File: config.mk
export PLATFORM = sky130hd
export DESIGN_NAME = ts_envelope_scheduler
export DESIGN_NICKNAME = d
export VERILOG_FILES = /design/src/rtl/ts_envelope_scheduler_pkg.sv /design/src/rtl/ts_envelope_scheduler_envelope_pair.sv /design/src/rtl/ts_envelope_scheduler.sv
export SDC_FILE = /design/constraint.sdc
export NUM_CORES = 1
export LEC_CHECK = 0
export ABC_AREA = 0
export BUFFER_PORTS_ARGS = -buffer_cell sky130_fd_sc_hd__buf_2
export CAP_MARGIN = 15
export CORE_ASPECT_RATIO = 0.7
export CORE_MARGIN = 5
export CORE_UTILIZATION = 45
export DETAILED_ROUTE_END_ITERATION = 8
export HOLD_SLACK_MARGIN = 0.08
export PLACE_DENSITY = 0.69
export SKIP_CTS_REPAIR_TIMING = 1
export SLEW_MARGIN = 20
export SYNTH_ARGS = -nofsm -noshare
export SYNTH_HDL_FRONTEND = slang
export SYNTH_SLANG_ARGS = --single-unit
File: constraint.sdc
create_clock -name clk -period 3.8 [get_ports clk]
set_input_delay 0.38 -clock clk [delete_from_list [all_inputs] [get_ports clk]]
set_output_delay 0.38 -clock clk [all_outputs]
set_load 0.01 [all_outputs]
File: src/rtl/ts_envelope_scheduler_pkg.sv
// ---------------------------------------------------------------------------
// ts_pkg
// Shared types and constants for the transient shaper envelope scheduler.
//   phase_t     : gain schedule state, encoding is visible on the phase port
//   gain_t      : Q2.6 gain coefficient (64 = unity)
//   ENV_W       : envelope register width (unsigned 6.4 fixed point)
//   ENV_FRAC    : fractional bits of the envelope format
//   step_toward : moves a gain value one LSB toward a target
// ---------------------------------------------------------------------------
package ts_pkg;

  typedef enum logic [2:0] {
    IDLE    = 3'd0,
    ATTACK  = 3'd1,
    RAMP    = 3'd2,
    SUSTAIN = 3'd3,
    RELEASE = 3'd4
  } phase_t;

  localparam int ENV_W    = 10;
  localparam int ENV_FRAC = 4;

  typedef logic [7:0] gain_t;

  localparam gain_t GAIN_UNITY = 8'd64;

  // The ramp and release phases walk the gain one LSB per tick; once the
  // target is reached the value is left alone so the FSM can see equality.
  function automatic gain_t step_toward(input gain_t cur, input gain_t target);
    gain_t result;
    result = cur;
    if (cur < target) begin
      result = cur + 8'd1;
    end else if (cur > target) begin
      result = cur - 8'd1;
    end
    return result;
  endfunction

endpackage

File: src/rtl/ts_envelope_scheduler_envelope_pair.sv
// ---------------------------------------------------------------------------
// ts_envelope_pair
// Fast and slow leaky envelope followers of the input magnitude plus the
// transient compare between them.
//   clk, rst : system clock, asynchronous active-high reset
//   tick     : update strobe (already qualified by the design enable)
//   sample   : 6-bit unsigned input magnitude
//   trig     : fast envelope exceeds slow envelope plus threshold
// ---------------------------------------------------------------------------
module ts_envelope_pair
  import ts_pkg::*;
#(
  parameter int FAST_SHIFT = 2,
  parameter int SLOW_SHIFT = 6,
  parameter int THRESH     = 8
) (
  input  logic       clk,
  input  logic       rst,
  input  logic       tick,
  input  logic [5:0] sample,
  output logic       trig
);

  logic [ENV_W-1:0]        fast_env;
  logic [ENV_W-1:0]        slow_env;
  logic [ENV_W-1:0]        x;
  logic signed [ENV_W:0]   fast_diff;
  logic signed [ENV_W:0]   slow_diff;
  logic signed [ENV_W:0]   fast_step;
  logic signed [ENV_W:0]   slow_step;
  logic [ENV_W:0]          slow_thr;

  // The sample is placed on the integer part of the 6.4 envelope format.
  assign x = {sample, {ENV_FRAC{1'b0}}};

  // One extra bit holds the sign of the difference; the arithmetic shift
  // floors toward minus infinity so a decaying envelope always reaches zero.
  assign fast_diff = $signed({1'b0, x}) - $signed({1'b0, fast_env});
  assign slow_diff = $signed({1'b0, x}) - $signed({1'b0, slow_env});
  assign fast_step = fast_diff >>> FAST_SHIFT;
  assign slow_step = slow_diff >>> SLOW_SHIFT;

  // The compare uses the registered envelopes, so a step shows up as a
  // trigger one tick after the tick that first sampled it.
  assign slow_thr = {1'b0, slow_env} + ((ENV_W + 1)'(THRESH) << ENV_FRAC);
  assign trig     = {1'b0, fast_env} > slow_thr;

  // Leaky integrators. The updated value always lies between the old value
  // and x, so truncating the step back to the envelope width is exact.
  always_ff @(posedge clk or posedge rst) begin
    if (rst) begin
      fast_env <= '0;
      slow_env <= '0;
    end else if (tick) begin
      fast_env <= fast_env + ENV_W'(fast_step);
      slow_env <= slow_env + ENV_W'(slow_step);
    end
  end

endmodule

File: src/rtl/ts_envelope_scheduler.sv
// ---------------------------------------------------------------------------
// ts_envelope_scheduler
// Control block for the transient shaper: sample-rate tick generation,
// envelope tracking and the attack/ramp/sustain/release gain schedule.
//   clk, rst    : system clock, asynchronous active-high reset
//   ena         : design enable; low parks the schedule in IDLE at unity
//   sample      : 6-bit unsigned magnitude, consumed on tick
//   attack_amt  : 1 boosts the attack, 0 cuts it (sampled on ATTACK entry)
//   sustain_amt : 1 boosts the sustain, 0 cuts it (used live)
//   tick        : one-clk sample strobe
//   gain        : Q2.6 gain coefficient for the shaper multiplier
//   phase       : current schedule state encoding
//   busy        : high whenever the schedule is not IDLE
// ---------------------------------------------------------------------------
module ts_envelope_scheduler
  import ts_pkg::*;
#(
  parameter int CLK_DIV     = 500,
  parameter int FAST_SHIFT  = 2,
  parameter int SLOW_SHIFT  = 6,
  parameter int THRESH      = 8,
  parameter int BOOST       = 32,
  parameter int ATTACK_LEN  = 96,
  parameter int SUSTAIN_LEN = 480
) (
  input  logic       clk,
  input  logic       rst,
  input  logic       ena,
  input  logic [5:0] sample,
  input  logic       attack_amt,
  input  logic       sustain_amt,
  output logic       tick,
  output logic [7:0] gain,
  output logic [2:0] phase,
  output logic       busy
);

  localparam int DIV_W = $clog2(CLK_DIV);
  localparam int CNT_W = 16;

  logic [DIV_W-1:0] div_cnt;
  logic [CNT_W-1:0] cnt;
  phase_t           state;
  logic             trig;
  logic             env_tick;
  gain_t            atk_gain;
  gain_t            sus_gain;

  // A tick left over from the cycle that ena dropped must not move the
  // envelopes, so the update strobe is qualified here as well.
  assign env_tick = tick & ena;

  assign atk_gain = attack_amt  ? GAIN_UNITY + gain_t'(BOOST)
                                : GAIN_UNITY - gain_t'(BOOST);
  assign sus_gain = sustain_amt ? GAIN_UNITY + gain_t'(BOOST / 2)
                                : GAIN_UNITY - gain_t'(BOOST / 2);

  assign phase = state;

  // Sample-rate divider. The tick is registered and fires on the clk after
  // the counter wraps; disabling freezes the count and silences the tick.
  always_ff @(posedge clk or posedge rst) begin
    if (rst) begin
      div_cnt <= '0;
      tick    <= 1'b0;
    end else if (!ena) begin
      tick    <= 1'b0;
    end else if (div_cnt == DIV_W'(CLK_DIV - 1)) begin
      div_cnt <= '0;
      tick    <= 1'b1;
    end else begin
      div_cnt <= div_cnt + DIV_W'(1);
      tick    <= 1'b0;
    end
  end

  ts_envelope_pair #(
    .FAST_SHIFT (FAST_SHIFT),
    .SLOW_SHIFT (SLOW_SHIFT),
    .THRESH     (THRESH)
  ) u_env (
    .clk    (clk),
    .rst    (rst),
    .tick   (env_tick),
    .sample (sample),
    .trig   (trig)
  );

  // Gain schedule. Every transition happens on a tick; a retrigger in
  // SUSTAIN or RELEASE takes priority over count expiry or ramp completion.
  // busy is set on the way into ATTACK and cleared on the way into IDLE so
  // it always matches the registered phase.
  always_ff @(posedge clk or posedge rst) begin
    if (rst) begin
      state <= IDLE;
      gain  <= GAIN_UNITY;
      cnt   <= '0;
      busy  <= 1'b0;
    end else if (!ena) begin
      state <= IDLE;
      gain  <= GAIN_UNITY;
      cnt   <= '0;
      busy  <= 1'b0;
    end else if (tick) begin
      case (state)
        IDLE: begin
          gain <= GAIN_UNITY;
          if (trig) begin
            state <= ATTACK;
            cnt   <= '0;
            gain  <= atk_gain;
            busy  <= 1'b1;
          end
        end
        ATTACK: begin
          if (cnt == CNT_W'(ATTACK_LEN - 1)) begin
            state <= RAMP;
            cnt   <= '0;
          end else begin
            cnt <= cnt + CNT_W'(1);
          end
        end
        RAMP: begin
          if (gain == sus_gain) begin
            state <= SUSTAIN;
            cnt   <= '0;
          end else begin
            gain <= step_toward(gain, sus_gain);
          end
        end
        SUSTAIN: begin
          if (trig) begin
            state <= ATTACK;
            cnt   <= '0;
            gain  <= atk_gain;
          end else begin
            gain <= sus_gain;
            if (cnt == CNT_W'(SUSTAIN_LEN - 1)) begin
              state <= RELEASE;
              cnt   <= '0;
            end else begin
              cnt <= cnt + CNT_W'(1);
            end
          end
        end
        RELEASE: begin
          if (trig) begin
            state <= ATTACK;
            cnt   <= '0;
            gain  <= atk_gain;
          end else if (gain == GAIN_UNITY) begin
            state <= IDLE;
            busy  <= 1'b0;
          end else begin
            gain <= step_toward(gain, GAIN_UNITY);
          end
        end
        default: begin
          state <= IDLE;
          gain  <= GAIN_UNITY;
          cnt   <= '0;
          busy  <= 1'b0;
        end
      endcase
    end
  end

endmodule

==> results of run 1 <==
## registers in the layout, indices dropped and copies added (netlist names)
signal / count
div_cnt: 9
cnt: 16
tick: 1
phase: 3
u_env.slow_env: 10
busy: 1
gain: 8
u_env.fast_env: 10
## synth_stat cells (3+ instances only)
master | n | area, µm²
a21o_1 | 9 | 67.6
a21oi_1 | 25 | 125
a221o_1 | 3 | 30.0
a221oi_1 | 4 | 35.0
a22o_1 | 4 | 35.0
and2_1 | 6 | 37.5
and3_1 | 18 | 113
buf_2 | 5 | 25.0
clkbuf_1 | 12 | 45.0
dfrtp_1 | 57 | 1430
ha_1 | 48 | 601
inv_1 | 35 | 131
mux2_2 | 3 | 33.8
mux2i_1 | 8 | 80.1
nand2_1 | 53 | 199
nand2b_1 | 5 | 31.3
nand3_1 | 15 | 75.1
nand4_1 | 14 | 87.6
nor2_1 | 43 | 161
nor2b_1 | 11 | 68.8
nor3_1 | 16 | 80.1
nor3b_1 | 6 | 45.0
nor4_1 | 5 | 31.3
o21ai_0 | 36 | 180
o21ai_1 | 16 | 80.1
o31ai_1 | 3 | 22.5
or3_1 | 3 | 18.8
xnor2_1 | 14 | 123
xor2_1 | 26 | 228
## per-stage QoR
stage | util | setup TNS, ns
after floorplan | - | 0
after global placement | 0.482 | 0
after detailed placement | 0.482 | 0
after CTS | 0.513 | 0
after global routing | 0.521 | -0.00856
final | 0.521 | 0
## worst paths after layout
path	start	end	slack [ns]	cells past startpoint
max	u_env.slow_env[5]	u_env.slow_env[9]	0.17	17
min	rst	cnt[10]	0.1	2
max reg2reg	u_env.slow_env[5]	u_env.slow_env[9]	0.17	17
min reg2reg	div_cnt[8]	div_cnt[8]	0.48	1
max in group asynchronous	rst	gain[6]	2.84	3
min in group clk	div_cnt[8]	div_cnt[8]	0.48	1
## logic make-up after synthesis
logic type | count (synthesis)
DFF | 58
adders and majority gates | 49
buffers and inverters | 53
AOI/OAI and AO/OA | 135
muxes | 11
and+or+nand+nor | 208
xor gates and xnor gates | 40
## where the power goes
group          total, mW  internal (mW)  leakage, nW  switching (mW)
clock              0.883          0.589        0.156           0.293
combinational      0.470          0.190         1.54           0.279
sequential         0.759          0.670        0.766          0.0892
## worst max-delay path: stages (launching register included)
cell,delay [ns]
dfrtp_1,0.36
inv_1,0.07
ha_1,0.30
and4b_1,0.22
a221o_1,0.35
nor4_2,0.31
nor3_2,0.10
a21oi_2,0.16
buf_6,0.14
ha_1,0.25
or2_2,0.28
a21oi_1,0.19
a21oi_2,0.06
a21o_1,0.19
a21oi_1,0.16
xor2_1,0.15
nor2_1,0.06
xnor2_1,0.16
## metal layers
metal / routed length (µm) / GRT usage
met5: 0 / 0
met4: 112 / 0.0554
met2: 4680 / 0.276
met3: 513 / 0.0434
met1: 5720 / 0.260
## final cells by class
| type | instances | share of cell area |
|---|---|---|
| clock inverter | 5 | 0.0144 |
| clock buffer | 11 | 0.0451 |
| inverter | 35 | 0.0244 |
| timing repair buffer | 31 | 0.0333 |
| tap | 132 | 0.0307 |
| sequential | 58 | 0.270 |
| multi-input combinational | 443 | 0.582 |
==> results.tsv, run 1 <==
stage	metric	value	unit
global_route	overall routing resource usage	0.183	
synthesis	Synth Area in Adders	0.131	
setup_path	crit path kind	reg2reg	
synthesis	Yosys reg bits	58	
detailed_routing	detail-routed via count per cell	5.78	
synthesis	cell count after synthesis	554	
detailed_routing	Avg WL per Cell	15.4	µm
clock_tree	CTS root buf	clkbuf_16	
finish	Multi-input gate area	3130	µm²
global_route	GRT overflow	0	
detailed_routing	DRC Markers	0	
timing	PnR worst setup slack	0.169	ns
place	RD Place Congestion	0.898	
detailed_routing	TritonRoute pass-1 iters	5	
floorplan	# rows	31	
synthesis	syn avg cell area	8.56	µm²
timing	final critical-path required period	3.63	ns
clock_tree	maximum clock path buffer count	2	
finish	register area	1450	µm²
floorplan	Starting Density	0.459	
status	status	finished, final reports clean	
detailed_routing	total number of vias	4131	
finish	Diodes inserted	0	
global_route	vias in the first global route	3916	
finish	most common cell after layout, fill and taps aside	dfrtp_1	
timing	final period utilization	0.956	
synthesis	synthesized cell area	4740	µm²
place	PortBufs	23	
floorplan	io pins	24	
floorplan	total die area	12700	µm²
timing	Layout Skew	0.00661	ns
setup_path	Startpoint Class	register	
finish	Non-Filler Instances	715	
place	DP Area	4980	µm²
clock_tree	Reg clk slew, reported paths	0.06	ns
synthesis	Cell variety after synth	68	
floorplan	die height	95.9	µm
pwr	Pwr Density	393	nW/µm²
pwr	P_leak	2.46	nW
synthesis	Synth Area in Compound Gates	0.195	
global_route	first-pass GRT wire length	18.8	mm
clock_tree	CTS tree	built	
global_route	largest net degree at the start of global routing	36	
finish	most frequent cells in the layout	57 x dfrtp_1, 53 x nand2_1, 46 x ha_1	
synthesis	register area share after synthesis	0.306	
clock_tree	number of CTS-inserted buffers	9	
synthesis	main flop type after synthesis	dfrtp_1	
place	Inst Count DP	695	
detailed_routing	Iteration-0 DRC Markers	297	
finish	fillers	941	
finish	Final Cell Area	5380	µm²
synthesis	number of synthesized flops with an enable pin	0	
setup_path	Worst Path Required	4.01	ns
hold_path	Worst Hold Class	in2async	
global_route	initial antenna violation count	0	
detailed_routing	final WL	11.0	mm
timing	Worst Tran Pin Value	0.904	ns
timing	Hold Vio Cnt, Final	0	
setup_path	Setup crit end kind	register	
finish	fraction of layout instances using a drive strength above 1	0.130	
setup_path	critical path arrival	3.85	ns
floorplan	die width	133	µm
timing	Slew headroom	0.393	
pwr	maximum VDD drop	0.251	mV
run	Max Cap Violations	0	
synthesis	Post-synth ARST share	1.00	
place	hpwl dp	8.12	mm
floorplan	core area	10300	µm²
timing	setup violators final	0	
synthesis	Yosys Warn Count	0	
timing	fmax	0.275	GHz
place	pre-CTS setup slack	0.0610	ns
clock_tree	Clock H-tree levels	3	
timing	fin. max-slew vios	0	
synthesis	xor/xnor share of the synthesized area	0.0739	
synthesis	Simple-Gate Fraction of Synth Area	0.226	
detailed_routing	antenna-violating nets left	0	
synthesis	largest family of logic cells by synthesized area	simple AND/OR/NAND/NOR gates	
setup_path	CP Max Fanout	5	
synthesis	mux cell area share after synthesis	0.0240	
pwr	Pwr Total	2.11	mW
clock_tree	Clock Sinks	58	
finish	Final nets	638	
clock_tree	clk_lat worst skew	0.33	ns
timing	final hold slack	0.0960	ns
synthesis	Syn Nets	614	
finish	P&R area growth vs syn	13.4	%
No activity file was read; power rests on OpenSTA's default activity.
==> run 2: changes to the inputs <==
==> constraint.sdc (replaced) <==
create_clock -name clk -period 3.8 [get_ports clk]
set_input_delay 0.76 -clock clk [delete_from_list [all_inputs] [get_ports clk]]
set_output_delay 0.76 -clock clk [all_outputs]
set_load 0.01 [all_outputs]
==> run 2 against run 1 <==
  * Via count grew 0.34%
  * Final area grew 0.91%
  * Power grew 1.0%
  * Critical path depth shrank 1
  * Non-clock buffer count grew 11
  * Clock power is essentially flat
  * Worst setup slack lost 0.0080 ns
  * Largest power group unchanged
  * Highest routed layer unchanged
==> results.tsv, run 2 (synthesis results as in run 1) <==
stage	metric	value	unit	change
status	status	finished, final reports clean		
clock_tree	CTS root buf	clkbuf_16		
timing	Worst Tran Pin Value	0.780	ns	-0.124 ns
timing	PnR worst setup slack	0.161	ns	-0.00803 ns
global_route	overall routing resource usage	0.185		+0.00228
clock_tree	maximum clock path buffer count	2		unchanged
global_route	largest net degree at the start of global routing	34		-5.6%
timing	final hold slack	0.486	ns	+0.390 ns
finish	fillers	963		+2.3%
detailed_routing	detail-routed via count per cell	5.71		-1.2%
clock_tree	Clock Sinks	58		unchanged
pwr	Sw Share	0.313		-0.000492
detailed_routing	final WL	11.2	mm	+1.7%
detailed_routing	Avg WL per Cell	15.4	µm	+0.11%
global_route	first-pass GRT wire length	18.9	mm	+0.33%
detailed_routing	Iteration-0 DRC Markers	277		-6.7%
setup_path	FF-to-FF Start	u_env.slow_env[5]		
timing	fin. max-slew vios	0		unchanged
place	PortBufs	23		unchanged
clock_tree	Clock H-tree levels	3		unchanged
finish	Final Cell Area	5430	µm²	+0.91%
setup_path	Startpoint Class	primary input		
place	RD Place Congestion	0.889		-1.0%
timing	final critical-path required period	3.64	ns	+0.00803 ns
pwr	Pwr Density	393	nW/µm²	+0.12%
setup_path	crit path kind	in2reg		
hold_path	Hold Startpoint	div_cnt[8]		
finish	Diodes inserted	0		unchanged
detailed_routing	DRC Markers	0		unchanged
timing	Setup TNS	0	ns	unchanged
setup_path	critical path arrival	3.86	ns	about the same
finish	most common cell after layout, fill and taps aside	dfrtp_1		
timing	RSZ-0062 raised after global routing	yes		
floorplan	io pins	24		unchanged
finish	fraction of layout instances using a drive strength above 1	0.140		+0.00937
hold_path	Worst Hold Class	reg2reg		
place	DP Area	5090	µm²	+2.3%
setup_path	Critical Path Source	sample[1]		
finish	Biggest register	cnt		
detailed_routing	antenna-violating nets left	0		unchanged
detailed_routing	TritonRoute pass-1 iters	5		unchanged
floorplan	# rows	31		unchanged
floorplan	Starting Density	0.459		unchanged
pwr	P_leak	2.50	nW	+1.9%
timing	Layout Skew	0.00522	ns	-0.00139 ns
detailed_routing	total number of vias	4145		+0.34%
pwr	Clk pwr share	0.413		-0.005
pwr	sequential fraction of design power	0.358		-0.002
clock_tree	Reg clk slew, reported paths	0.05	ns	about the same
timing	final period utilization	0.958		+0.00211
setup_path	Worst Path Required	4.02	ns	about the same
clock_tree	clk_lat worst skew	0.34	ns	about the same
timing	setup violators final	0		unchanged
place	hpwl dp	8.00	mm	-1.4%
timing	Hold Vio Cnt, Final	0		unchanged
floorplan	die width	133	µm	unchanged
floorplan	die height	95.9	µm	unchanged
floorplan	total die area	12700	µm²	unchanged
pwr	P_sw	0.668	mW	+0.87%
pwr	maximum VDD drop	0.288	mV	+14%
finish	P&R area growth vs syn	14.5	%	
pwr	internal power	1.47	mW	+1.1%
finish	most frequent cells in the layout	57 x dfrtp_1, 53 x nand2_1, 48 x ha_1		
finish	top flop regs	cnt x16, u_env.fast_env x10, u_env.slow_env x10		
timing	Slew headroom	0.479		+0.0861
finish	number of flip-flops under the largest register name	16		unchanged
clock_tree	number of CTS-inserted buffers	9		unchanged
clock_tree	CTS tree	built		
floorplan	core area	10300	µm²	unchanged
global_route	vias in the first global route	3970		+1.4%
place	pre-CTS setup slack	-0.230	ns	-0.291 ns
finish	Final nets	649		+1.7%
setup_path	CP Max Fanout	4		-1
global_route	GRT overflow	0		unchanged
global_route	initial antenna violation count	0		unchanged
run	Max Cap Violations	0		unchanged
setup_path	Setup crit end kind	register		
timing	fmax	0.275	GHz	-0.22%
pwr	Comb power frac	0.229		+0.007
==> run 2: changes by cell type in the layout (fill, tap and decap cells not counted), sizes merged <==
cell	previous run	this run
buf	31	42
==> run 2: final timing paths <==
check | to | slack, ns | depth (start not counted)
setup / recovery | u_env.slow_env[9] | 0.16 | 16
hold / removal | div_cnt[8] | 0.49 | 1
setup reg to reg | u_env.slow_env[9] | 0.22 | 16
hold reg to reg | div_cnt[8] | 0.49 | 1
max in group asynchronous | tick | 2.39 | 3
min in group asynchronous | cnt[10] | 0.58 | 2
==> run 2: layer usage <==
metal / vias to the layer above / track usage / part of all wire
met5: - / 0 / 0
met4: 0 / 0.0631 / 0.018
met3: 19 / 0.0470 / 0.052
met2: 120 / 0.294 / 0.44
met1: 1945 / 0.247 / 0.49
li1: 2061 / - / -
==> run 2: power groups by stage <==
| stage | registers [mW] | logic [mW] | clock network (mW) |
|---|---|---|---|
| after floorplan | 0.733 | 0.371 | 0 |
| after global placement | 0.765 | 0.461 | 0 |
| after detailed placement | 0.770 | 0.477 | 0 |
| after CTS | 0.760 | 0.484 | 0.899 |
| after global routing | 0.773 | 0.554 | 0.925 |
| final | 0.763 | 0.489 | 0.881 |
==> run 2: worst max-delay path, stage by stage <==
cell and delay, ns:
buf_2 0.11, ha_1 0.31, and4b_1 0.21, a221o_1 0.39
nor4_2 0.17, nor3_1 0.13, a21oi_2 0.18, ha_1 0.31
and3_1 0.20, a221oi_2 0.26, a21oi_1 0.13, a21o_1 0.18
a21oi_1 0.16, xor2_1 0.16, nor2_1 0.07, xnor2_1 0.13
==> run 2: through the flow <==
step	utilization	std cells	power [mW]
2_1_floorplan	-	554	1.10
3_3_place_gp	0.493	710	1.23
3_5_place_dp	0.493	710	1.25
4_1_cts	0.524	726	2.14
5_1_grt	0.526	726	2.25
6_report	0.526	726	2.13
==> run 2: area by class of cell <==
type                       count  area (µm²)  area share
multi-input combinational    443        3100       0.571
sequential                    58        1450       0.268
timing repair buffer          42         258      0.0475
clock buffer                  11         243      0.0447
tap                          132         165      0.0304
inverter                      35         131      0.0242
clock inverter                 5        77.6      0.0143
==> run 3: changes to the inputs <==
--- a/config.mk
+++ b/config.mk
@@ -10,10 +10,10 @@
 export CAP_MARGIN = 15
 export CORE_ASPECT_RATIO = 0.7
 export CORE_MARGIN = 5
-export CORE_UTILIZATION = 45
+export CORE_UTILIZATION = 35
 export DETAILED_ROUTE_END_ITERATION = 8
 export HOLD_SLACK_MARGIN = 0.08
-export PLACE_DENSITY = 0.69
+export PLACE_DENSITY = 0.57
 export SKIP_CTS_REPAIR_TIMING = 1
 export SLEW_MARGIN = 20
 export SYNTH_ARGS = -nofsm -noshare
==> run 3 against run 2 <==
  * Final area is 2.0% higher
  * Worst hold slack worse by 0.0046 ns
  * Final cell count is 7.4% higher
  * Sequential power is 0.5% lower
  * Power is 2.8% lower
  * Routed wire length is 4.7% higher
  * Sequential share of layout area is 0.50 points lower
  * Non-clock buffer count is 1 higher
  * Die area is 26% higher
  * Global-route usage is 3.3 points lower
  * Critical path type unchanged
  * Critical endpoint unchanged
==> results.tsv, run 3 (synthesis results as in run 1) <==
stage	metric	value	unit	change
status	status	finished, final reports clean		
setup_path	crit path kind	in2reg		
clock_tree	maximum clock path buffer count	2		unchanged
setup_path	most used cell, CP	a21oi_2		
clock_tree	Clock Sinks	58		unchanged
timing	setup violators final	0		unchanged
clock_tree	CTS root buf	clkbuf_16		
timing	Worst Tran Pin Value	0.752	ns	-0.0281 ns
place	RD Place Congestion	0.840		-5.4%
global_route	first-pass GRT wire length	19.8	mm	+4.6%
timing	Layout Skew	0.00945	ns	+0.00423 ns
global_route	GRT overflow	0		unchanged
setup_path	Max stage delay on crit path	0.36	ns	-0.03 ns
timing	RSZ-0062 raised after global routing	no		
detailed_routing	final WL	11.7	mm	+4.7%
pwr	Sw Share	0.316		+0.00323
finish	Diodes inserted	0		unchanged
detailed_routing	DRC Markers	0		unchanged
finish	most frequent cells in the layout	56 x dfrtp_1, 53 x nand2_1, 45 x ha_1		
setup_path	CP cell instances	buf_2 -> ha_1 -> and4b_1 -> a221o_1 -> nor4_2 -> nor3_2 -> a21oi_2 -> ha_4 -> and3_1 -> a221oi_2 -> a21oi_1 -> a21o_1 -> a21oi_2 -> xor2_1 -> nor2_1 -> xnor2_1		
setup_path	R2R depth	16		unchanged
floorplan	# rows	35		+13%
clock_tree	number of CTS-inserted buffers	9		unchanged
floorplan	core area	13200	µm²	+28%
finish	Final Cell Area	5530	µm²	+2.0%
pwr	maximum VDD drop	0.252	mV	-12%
timing	final period utilization	0.953		-0.00451
global_route	largest net degree at the start of global routing	33		-2.9%
finish	Biggest register	cnt		
timing	fin. max-slew vios	0		unchanged
detailed_routing	Iteration-0 DRC Markers	285		+2.9%
run	Max Cap Violations	0		unchanged
floorplan	io pins	24		unchanged
place	DP Area	5140	µm²	+1.0%
setup_path	Worst Path Required	4.01	ns	about the same
finish	fraction of layout instances using a drive strength above 1	0.150		+0.00985
hold_path	WHS Path Cells	1		unchanged
floorplan	total die area	16000	µm²	+26%
detailed_routing	TritonRoute pass-1 iters	5		unchanged
floorplan	Starting Density	0.358		-0.101
timing	Hold Vio Cnt, Final	0		unchanged
timing	final critical-path required period	3.62	ns	-0.0171 ns
detailed_routing	total number of vias	4084		-1.5%
pwr	P_leak	2.51	nW	+0.16%
pwr	sequential fraction of design power	0.366		+0.008
timing	final hold slack	0.482	ns	-0.00462 ns
detailed_routing	detail-routed via count per cell	5.24		-8.3%
clock_tree	CTS tree	built		
timing	fmax	0.276	GHz	+0.47%
global_route	initial antenna violation count	0		unchanged
pwr	Comb power frac	0.236		+0.007
finish	final core occ	0.418		-0.108
finish	top flop regs	cnt x16, u_env.fast_env x10, u_env.slow_env x10		
finish	Final nets	650		+0.15%
floorplan	die height	107	µm	+12%
setup_path	critical path arrival	3.83	ns	-0.03 ns
setup_path	Startpoint Class	primary input		
pwr	Pwr Density	375	nW/µm²	-4.7%
setup_path	CP Max Fanout	4		unchanged
hold_path	Worst Hold Class	reg2reg		
place	hpwl dp	8.70	mm	+8.7%
global_route	overall routing resource usage	0.152		-0.0330
clock_tree	Clock H-tree levels	3		unchanged
place	PortBufs	23		unchanged
timing	Slew headroom	0.495		+0.0156
clock_tree	Reg clk slew, reported paths	0.05	ns	about the same
global_route	vias in the first global route	3975		+0.13%
pwr	internal power	1.42	mW	-3.3%
pwr	P_sw	0.656	mW	-1.8%
clock_tree	clk_lat worst skew	0.33	ns	about the same
pwr	Clk pwr share	0.398		-0.015
finish	most common cell after layout, fill and taps aside	dfrtp_1		
setup_path	Setup crit end kind	register		
setup_path	crit path max-delay cell type	a221o_1		
detailed_routing	Avg WL per Cell	15.0	µm	-2.6%
floorplan	die width	149	µm	+12%
detailed_routing	antenna-violating nets left	0		unchanged
finish	number of flip-flops under the largest register name	16		unchanged
finish	P&R area growth vs syn	16.7	%	
run 3: final timing paths:
path / start / endpoint / slack [ns]
worst max-delay path: sample[0] / u_env.slow_env[9] / 0.18
worst min-delay path: cnt[15] / cnt[15] / 0.48
worst max register to register: u_env.slow_env[4] / u_env.slow_env[9] / 0.23
worst min register to register: cnt[15] / cnt[15] / 0.48
max in group asynchronous: rst / gain[6] / 2.37
min in group asynchronous: rst / cnt[11] / 0.52
run 3: power by group through the flow:
stage / logic [mW] / registers, mW / clock network [mW]
final: 0.489 / 0.759 / 0.826
after global routing: 0.562 / 0.772 / 0.882
after CTS: 0.479 / 0.758 / 0.849
after detailed placement: 0.477 / 0.768 / 0
after global placement: 0.466 / 0.766 / 0
after floorplan: 0.371 / 0.733 / 0
run 3: critical path, delay by kind of cell:
family / cells / cell delay, ns
fa+ha+maj: 2 / 0.55
xor+xnor: 2 / 0.29
compound gates: 6 / 1.31
buf+inv: 1 / 0.11
simple gates: 5 / 0.81
run 3: routing by layer:
layer / GRT usage / part of all wire / vias to the layer above
li1: - / - / 2066
met1: 0.220 / 0.52 / 1944
met2: 0.230 / 0.44 / 68
met3: 0.0375 / 0.032 / 6
met4: 0.0274 / 0.0083 / 0
met5: 0 / 0 / -
run 3: final cells by class:
class,instances,area [µm²]
fill,1341,7690
inverter,35,131
clock inverter,3,40.0
sequential,58,1450
multi-input combinational,443,3150
tap,185,231
timing repair buffer,43,269
clock buffer,13,260
run 3: through the flow:
stage,worst slack (ns),total power [mW],instances,TNS (ns)
6_report,0.178,2.07,780,0
5_1_grt,0.0122,2.22,780,0
4_1_cts,0.0648,2.09,777,0
3_5_place_dp,-0.268,1.24,761,-0.335
3_3_place_gp,-0.180,1.23,761,-0.221
2_1_floorplan,0.00917,1.10,554,0
